$ cat src/rtl/reg_arb_pkg.sv
// reg_arb_pkg: FSM state encoding and an elaboration-time log2 helper
// shared by reg_bank_arbiter and rr_picker.
package reg_arb_pkg;

  typedef enum logic {
    IDLE  = 1'b0,
    GRANT = 1'b1
  } arb_state_t;

  // Ceiling log2, never below 1 so single-entry widths stay legal.
  function automatic int clog2(input int value);
    int result;
    int remaining;
    result    = 0;
    remaining = value - 1;
    while (remaining > 0) begin
      result    = result + 1;
      remaining = remaining >>> 1;
    end
    return (result < 1) ? 1 : result;
  endfunction

endpackage

$ cat src/rtl/reg_bank_arbiter_rr_picker.sv
// rr_picker: combinational round-robin selector; returns the first set request
// found searching upward from i_last+1 with wrap-around, as a one-hot vector.
module rr_picker
  import reg_arb_pkg::*;
#(
  parameter  int NUM_REQ = 4,
  localparam int LW      = clog2(NUM_REQ)
) (
  input  logic [NUM_REQ-1:0] i_req,
  input  logic [LW-1:0]      i_last,
  output logic [NUM_REQ-1:0] o_winner
);

  always_comb begin
    logic          found;
    logic [LW-1:0] idx;
    o_winner = '0;
    found    = 1'b0;
    idx      = '0;
    for (int k = 1; k <= NUM_REQ; k++) begin
      idx = LW'((int'(i_last) + k) % NUM_REQ);
      if (!found && i_req[idx]) begin
        o_winner[idx] = 1'b1;
        found         = 1'b1;
      end
    end
  end

endmodule

$ cat src/rtl/reg_bank_arbiter.sv
// reg_bank_arbiter: round-robin arbitrated register bank with registered read port.
// Define ARB_HOLD_LIMIT_EN to force release of a grant after MAX_HOLD cycles.
module reg_bank_arbiter
  import reg_arb_pkg::*;
#(
  parameter  int NUM_REQ  = 4,
  parameter  int DATA_W   = 8,
  parameter  int DEPTH    = 8,
  parameter  int MAX_HOLD = 4,
  localparam int AW       = clog2(DEPTH),
  localparam int LW       = clog2(NUM_REQ)
) (
  input  logic                      i_clk,
  input  logic                      i_rst_n,
  input  logic [NUM_REQ-1:0]        i_req,
  input  logic [NUM_REQ-1:0]        i_we,
  input  logic [NUM_REQ*AW-1:0]     i_waddr,
  input  logic [NUM_REQ*DATA_W-1:0] i_wdata,
  output logic [NUM_REQ-1:0]        o_gnt,
  output logic                      o_ack,
  input  logic [AW-1:0]             i_raddr,
  output logic [DATA_W-1:0]         o_rdata
);

  if (NUM_REQ < 2 || NUM_REQ > 8 || DEPTH != (1 << AW) || MAX_HOLD < 1) begin : g_param_check
    $error("reg_bank_arbiter: unsupported parameter set");
  end

  arb_state_t          r_state;
  logic [NUM_REQ-1:0]  r_gnt;
  logic [LW-1:0]       r_last;
  logic                r_ack;
  logic [DATA_W-1:0]   r_rdata;
  logic [DATA_W-1:0]   r_bank [DEPTH];

  logic [NUM_REQ-1:0]  w_winner;
  logic [LW-1:0]       w_winner_idx;
  logic                w_wr_en;
  logic [AW-1:0]       w_wr_addr;
  logic [DATA_W-1:0]   w_wr_data;

`ifdef ARB_HOLD_LIMIT_EN
  localparam int HW = clog2(MAX_HOLD + 1);
  logic [HW-1:0]       r_hold;
`endif

  rr_picker #(
    .NUM_REQ (NUM_REQ)
  ) u_rr_picker (
    .i_req    (i_req),
    .i_last   (r_last),
    .o_winner (w_winner)
  );

  always_comb begin
    w_winner_idx = '0;
    for (int i = 0; i < NUM_REQ; i++) begin
      if (w_winner[i]) w_winner_idx = LW'(i);
    end
  end

  // r_last always names the granted requester while in GRANT, so it selects the write slice.
  assign w_wr_en   = |(r_gnt & i_we);
  assign w_wr_addr = i_waddr[int'(r_last)*AW +: AW];
  assign w_wr_data = i_wdata[int'(r_last)*DATA_W +: DATA_W];

  always_ff @(posedge i_clk or negedge i_rst_n) begin
    if (!i_rst_n) begin
      r_state <= IDLE;
      r_gnt   <= '0;
      r_last  <= LW'(NUM_REQ - 1);
`ifdef ARB_HOLD_LIMIT_EN
      r_hold  <= '0;
`endif
    end else begin
      case (r_state)
        IDLE: begin
          if (|i_req) begin
            r_state <= GRANT;
            r_gnt   <= w_winner;
            r_last  <= w_winner_idx;
`ifdef ARB_HOLD_LIMIT_EN
            r_hold  <= HW'(1);
`endif
          end
        end
        GRANT: begin
          // Every release goes back through IDLE, guaranteeing a GNT=0 cycle.
          if (!(|(r_gnt & i_req))) begin
            r_state <= IDLE;
            r_gnt   <= '0;
`ifdef ARB_HOLD_LIMIT_EN
            r_hold  <= '0;
          end else if (r_hold == HW'(MAX_HOLD)) begin
            r_state <= IDLE;
            r_gnt   <= '0;
            r_hold  <= '0;
          end else begin
            r_hold  <= r_hold + HW'(1);
`endif
          end
        end
        default: begin
          r_state <= IDLE;
          r_gnt   <= '0;
        end
      endcase
    end
  end

  // Read samples the bank before this edge's write lands, giving read-before-write.
  always_ff @(posedge i_clk or negedge i_rst_n) begin
    if (!i_rst_n) begin
      for (int i = 0; i < DEPTH; i++) r_bank[i] <= '0;
      r_ack   <= 1'b0;
      r_rdata <= '0;
    end else begin
      r_ack   <= w_wr_en;
      r_rdata <= r_bank[i_raddr];
      if (w_wr_en) r_bank[w_wr_addr] <= w_wr_data;
    end
  end

  assign o_gnt   = r_gnt;
  assign o_ack   = r_ack;
  assign o_rdata = r_rdata;

endmodule

$ cat config.mk
export PLATFORM = sky130hd
export DESIGN_NAME = reg_bank_arbiter
export DESIGN_NICKNAME = d
export VERILOG_FILES = /design/src/rtl/reg_arb_pkg.sv /design/src/rtl/reg_bank_arbiter_rr_picker.sv /design/src/rtl/reg_bank_arbiter.sv
export SDC_FILE = /design/constraint.sdc
export NUM_CORES = 1
export LEC_CHECK = 0
export BUFFER_PORTS_ARGS = -buffer_cell sky130_fd_sc_hd__buf_2
export CAP_MARGIN = 20
export CORE_UTILIZATION = 51
export CTS_CLUSTER_SIZE = 16
export DETAILED_ROUTE_END_ITERATION = 7
export GPL_ROUTABILITY_DRIVEN = 0
export PLACE_DENSITY = 0.73
export SLEW_MARGIN = 20
export SYNTH_ARGS = -nofsm -noshare
export SYNTH_HDL_FRONTEND = slang
export SYNTH_HIERARCHICAL = 1
export SYNTH_SLANG_ARGS = --single-unit
$ cat constraint.sdc
create_clock -name i_clk -period 5.3 [get_ports i_clk]
set_input_delay 0.265 -clock i_clk [delete_from_list [all_inputs] [get_ports i_clk]]
set_output_delay 0.265 -clock i_clk [all_outputs]
set_load 0.01 [all_outputs]
# == Word level (Yosys, flattened, before mapping) ==
# Index checks and enable logic that the tools add are counted.
# Widths: inputs -> output; s select.
# op_classes
reduce_logical,16
multipliers,1
n_eq_ne,2
n_div,0
shift,2
n_mux,38
add_sub_neg,4
n_lt_le_gt_ge,11
bitwise,8
# op_table
operator,n
$bwmux 64,1
$shiftx 32x6->8,1
$bmux 8 s3,1
$demux 8 s3,1
$mux 4,6
$mux 8,3
$mux 1,14
$lt 2x3->1 const B,4
$or 4x4->4,3
$reduce_or 4->1,3
$shiftx 12x5->3,1
$and 4x4->4,2
$bmux 1 s2,4
$demux 1 s2,4
$ge 2x1->1 const B,4
$ge 4x4->1 const B,2
$logic_and 1x1->1,8
$not 3->4,2
$pmux 4 s2,1
$add 2x1->2 const B,2
$add 2x2->2 const B,2
$lt 4x1->1 const B,1
$mul 2x2->4 const B,1
$mux 2,2
5 further kinds,9
# totals
latch_bits,0
ff_bits,80
memories,0
out_inout_bits,13
mem_bits_rw,0
rom_bits,0

# == Depth between registers and ports, before layout ==
# depth
depth_word,16
depth_mapped,10

# == Modules after synthesis ==
# The synthesis kept the hierarchy.
# by_module_without_submodules
module,area_per_inst_um2,instances,cells_per_inst,seq_area_each_um2
reg_bank_arbiter,3758.6,1,221,2004.4
rr_picker,357.8,1,38,0.0

# == Worst setup path before layout ==
# OpenSTA, ideal clock, no wires.
# synth_path
path_kind,register to register
startpoint,register r_last[0]
endpoint,register r_last[0]
path_slack_ps,2783
t_arrival_ps,2423
stages_incl_launch_ff,10
setup_ps,94
path_cell_list,dfstp_2 -> inv_1 -> ha_1 -> mux4_1 -> nor4b_4 -> nand2_1 -> o211ai_1 -> inv_1 -> a21oi_1 -> a21oi_1
# synth_lines
element,line,source
start: declaration,reg_bank_arbiter.sv:31,logic [LW-1:0] r_last;
start signal: assignment,reg_bank_arbiter.sv:71,r_last <= LW'(NUM_REQ - 1);
start signal: assignment,reg_bank_arbiter.sv:81,r_last <= w_winner_idx;
branches (longest 12 deep; another with $lt 2x3->1),--,
$mux 4 *,reg_bank_arbiter_rr_picker.sv:22,if (!found && i_req[idx]) begin
via w_winner[2],reg_bank_arbiter.sv:36,logic [NUM_REQ-1:0] w_winner;
$mux 2 * (2 in series),reg_bank_arbiter.sv:58,if (w_winner[i]) w_winner_idx = LW'(i);
# Mark *: on every way through the listed nets, which the timed path passes. The select of a mux whose other input is x is not followed.
# A chain may end at the register's enable or synchronous reset.

# == Final worst setup path ==
# Same ends and word-level chain as after synthesis.

==> results_dict.tcl <==
set metrics [dict create \
    die_height_um 91.8 \
    rsz0062_at_grt "no" \
    final_min_period_over_clock_period_pct 58.1 \
    io_buffers 69 \
    yosysTopAreaCell "dfrtp_1" \
    slowest_stage "dfstp_2" \
    synth.lib_cells_used.distinct 32 \
    syn-cell-area_sq_mm 0.00412 \
    power.ir.vdd_worst_mv 0.291 \
    post_layout_nonfiller_instances 437 \
    net-switching-power_uw 872 \
    worst_ep_arrival_time_ns 3.33 \
    final_cell_mix "dfrtp_1 (78), buf_2 (68), mux2_2 (64)" \
    status "finished clean" \
    pwr-share-comb_pct 40.5 \
    dr_total_vias 2576 \
    postCtsSetupBuffers 0 \
    grt_pass1_vias 2681 \
    drtAntennaViolNets 0 \
    setup_total_negative_slack_ns 0 \
    worst-endpoint-required_ns 5.55 \
    ys_ff_latch 80 \
    antennaDiodeCount 0 \
    max_cap_violations 0 \
    report.power.total_mw 2.64 \
    timing_worst_slew_pin_value_ns 0.990 \
    worst_setup_hold_path_clk_slew_ns 0.08 \
    p_leak_nw 2.14 \
    tritoncts "done" \
    timing_worst_setup_path_type "flip-flop to flip-flop" \
    place_area_sq_mm 0.00453 \
    switching_share_pct 33.0 \
    floorplan.io_pins 70 \
    number_of_enable_type_register_cells_in_the_synthesized_netlist 0 \
    power_frac_clock_pct 17.3 \
    clock_root_buffer_master "clkbuf_8" \
    timing_hold_violations_final 0 \
    global_route_wire_length_before_repair_mm 13.6 \
    r2r.worst_path.cells 9 \
    crit_path_start "r_last[0]$_DFFE_PN1P_" \
    layout-area-overhead-vs-synth_pct 15.1 \
    cts.hold.buffers_added 0 \
    crit_path_cell_trace "inv_1 -> ha_1 -> mux4_1 -> nor4b_4 -> nand2_1 -> o211ai_1 -> inv_1 -> a21oi_1 -> a21oi_1" \
    worstPathBufferInverterCount 2 \
    slew_headroom_pct 34.0 \
    timing.rr.end "r_last[0]$_DFFE_PN1P_" \
    drive_gt1_share_pct 57.3 \
    cp_max_fo 21 \
    layout.cells.most_common "dfrtp_1" \
    setup-violations-final 0 \
    yosysWarningCount 6 \
    final_design_area_no_fill_sq_mm 0.00474 \
    pwr_density_cell_mw_per_mm2 557 \
    drt_wl_total_mm 8.16 \
    share_of_synthesized_registers_carrying_an_async_set_or_reset_pct 100 \
    final_net_count 395 \
    finalMaxSlewViolations 0 \
    drtIter0Drc 157 \
    htree_levels 3 \
    critical_path.top_delay_family "flip-flops" \
    worstSetupStartpointType "flip-flop" \
    hp-class "input pin to async pin" \
    floorplan.initialDensity_pct 53.0 \
    numClockSinks 80 \
    floorplan.rows 32 \
    cts_buffer_depth 2 \
    post-route-drc-count 0 \
    synthCells 259 \
    r2r_setup_slack_ns 2.22 \
    max_clock_freq_ghz 0.325 \
    die_width_um 91.8 \
    drt-vias-per-instance 5.89 \
    place_inst 421 \
    grt.overflow.total 0 \
    synth_top_cell_area_share_pct 47.4 \
    final_period_minus_worst_setup_slack_ns 3.08 \
    finClkSkew_ns 0.00918 \
    placeableCoreArea_sq_mm 0.00777 \
    share_seq_of_total_power_pct 42.2 \
    number_of_antenna_violations_at_the_first_check_in_global_routing 0 \
    num_cts_buffers 9 \
    post_drt_wl_per_cell_um 18.7 \
    syn-num-nets 324 \
    finish.utilization_pct 61.0 \
    hpwl_mm 5.47 \
    post_cts_resize_count 0 \
    critical_path_depth 9 \
    drt-pass1-iter-count 4 \
    critical_path.max_stage_delay_ns 0.94 \
    cp-endpoint "r_last[0]$_DFFE_PN1P_" \
    seq_area_frac_synth_pct 48.7 \
    maximum_number_of_pins_on_one_net_before_global_route_repair 81 \
    die-area_sq_mm 0.00843 \
    synth_flop_cell "dfrtp_1" \
    r2r-start "r_last[0]$_DFFE_PN1P_" \
    ys_top_cells_by_area "dfrtp_1 (47%), mux2_2 (18%), mux4_2 (14%), mux4_1 (3.2%), mux2_4 (2.9%)" \
    p_int_mw 1.77 \
    grt_util_all_layers_pct 21.6 \
    synth.avg_cell_area_sq_um 15.9 \
    worst_setup_path_end_kind "flip-flop" \
    clock_latency_ns 0.35 \
]
cells in the mapped netlist (4+ instances only):
library cell / count
mux4_2: 26
inv_1: 7
dfrtp_1: 78
mux4_1: 5
nand2_1: 7
mux2_2: 64
mux2_4: 8
ha_1: 8
nor2_1: 5
o211ai_1: 4
nor3b_1: 6
a21oi_1: 9
metal layers:
layer | share of wire (%) | global-route usage, % | vias to the layer above
li1 | - | - | 1143
met1 | 44 | 29.0 | 1359
met2 | 50 | 35.6 | 70
met3 | 5.1 | 4.73 | 4
met4 | 0.63 | 5.86 | 0
met5 | 0 | 0 | -
layout make-up:
type,instances,area [sq um]
multi-input combinational,163,2030
sequential,80,2000
fill,624,3030
clock inverter,5,55.1
inverter,7,26.3
clock buffer,11,151
tap,102,128
timing repair buffer,69,348
how the worst min path moves through the flow:
| stage | from | end | slack [ns] |
|---|---|---|---|
| detailed placement | i_rst_n | o_rdata[5]$_DFF_PN0_ | 0.49 |
| CTS | i_rst_n | o_rdata[5]$_DFF_PN0_ | 0.11 |
| global placement | r_bank[45]$_DFFE_PN0P_ | r_bank[45]$_DFFE_PN0P_ | 0.48 |
| floorplan | i_rst_n | o_ack$_DFF_PN0_ | -0.03 |
| global route | i_rst_n | o_rdata[5]$_DFF_PN0_ | 0.15 |
| finish | i_rst_n | r_bank[30]$_DFFE_PN0P_ | 0.07 |
metrics by stage:
| step | hold WS [ns] | setup slack, ns |
|---|---|---|
| 4_1_cts | 0.113 | 2.21 |
| 2_1_floorplan | -0.0306 | 2.78 |
| 3_5_place_dp | 0.487 | 2.22 |
| 3_3_place_gp | 0.481 | 2.33 |
| 6_report | 0.0691 | 2.22 |
| 5_1_grt | 0.149 | 2.00 |
power by group through the flow:
| stage | logic [mW] | registers, mW | clock network, mW |
|---|---|---|---|
| floorplan | 0.884 | 1.05 | 0 |
| global placement | 1.05 | 1.11 | 0 |
| detailed placement | 1.07 | 1.13 | 0 |
| CTS | 1.08 | 1.11 | 0.465 |
| global route | 1.16 | 1.16 | 0.495 |
| finish | 1.07 | 1.11 | 0.457 |
state kept, by name, indices dropped and copies added (netlist names):
register and count:
o_ack 1, o_gnt 4, o_rdata 8, r_bank 64
r_last 2, r_state 1
cells by family (layout without fill, tap and decap cells):
kind of cell               Yosys count  count (layout)  synth area share [%]
and+or+nand+nor                     28              28                  4.89
muxes                              104             104                  38.1
DFF                                 80              80                  48.7
buffers and inverters               16              92                  2.07
adders and majority gates            8               8                  2.43
AOI/OAI and AO/OA                   23              23                  3.83
Power figures use the tool's default switching activity.
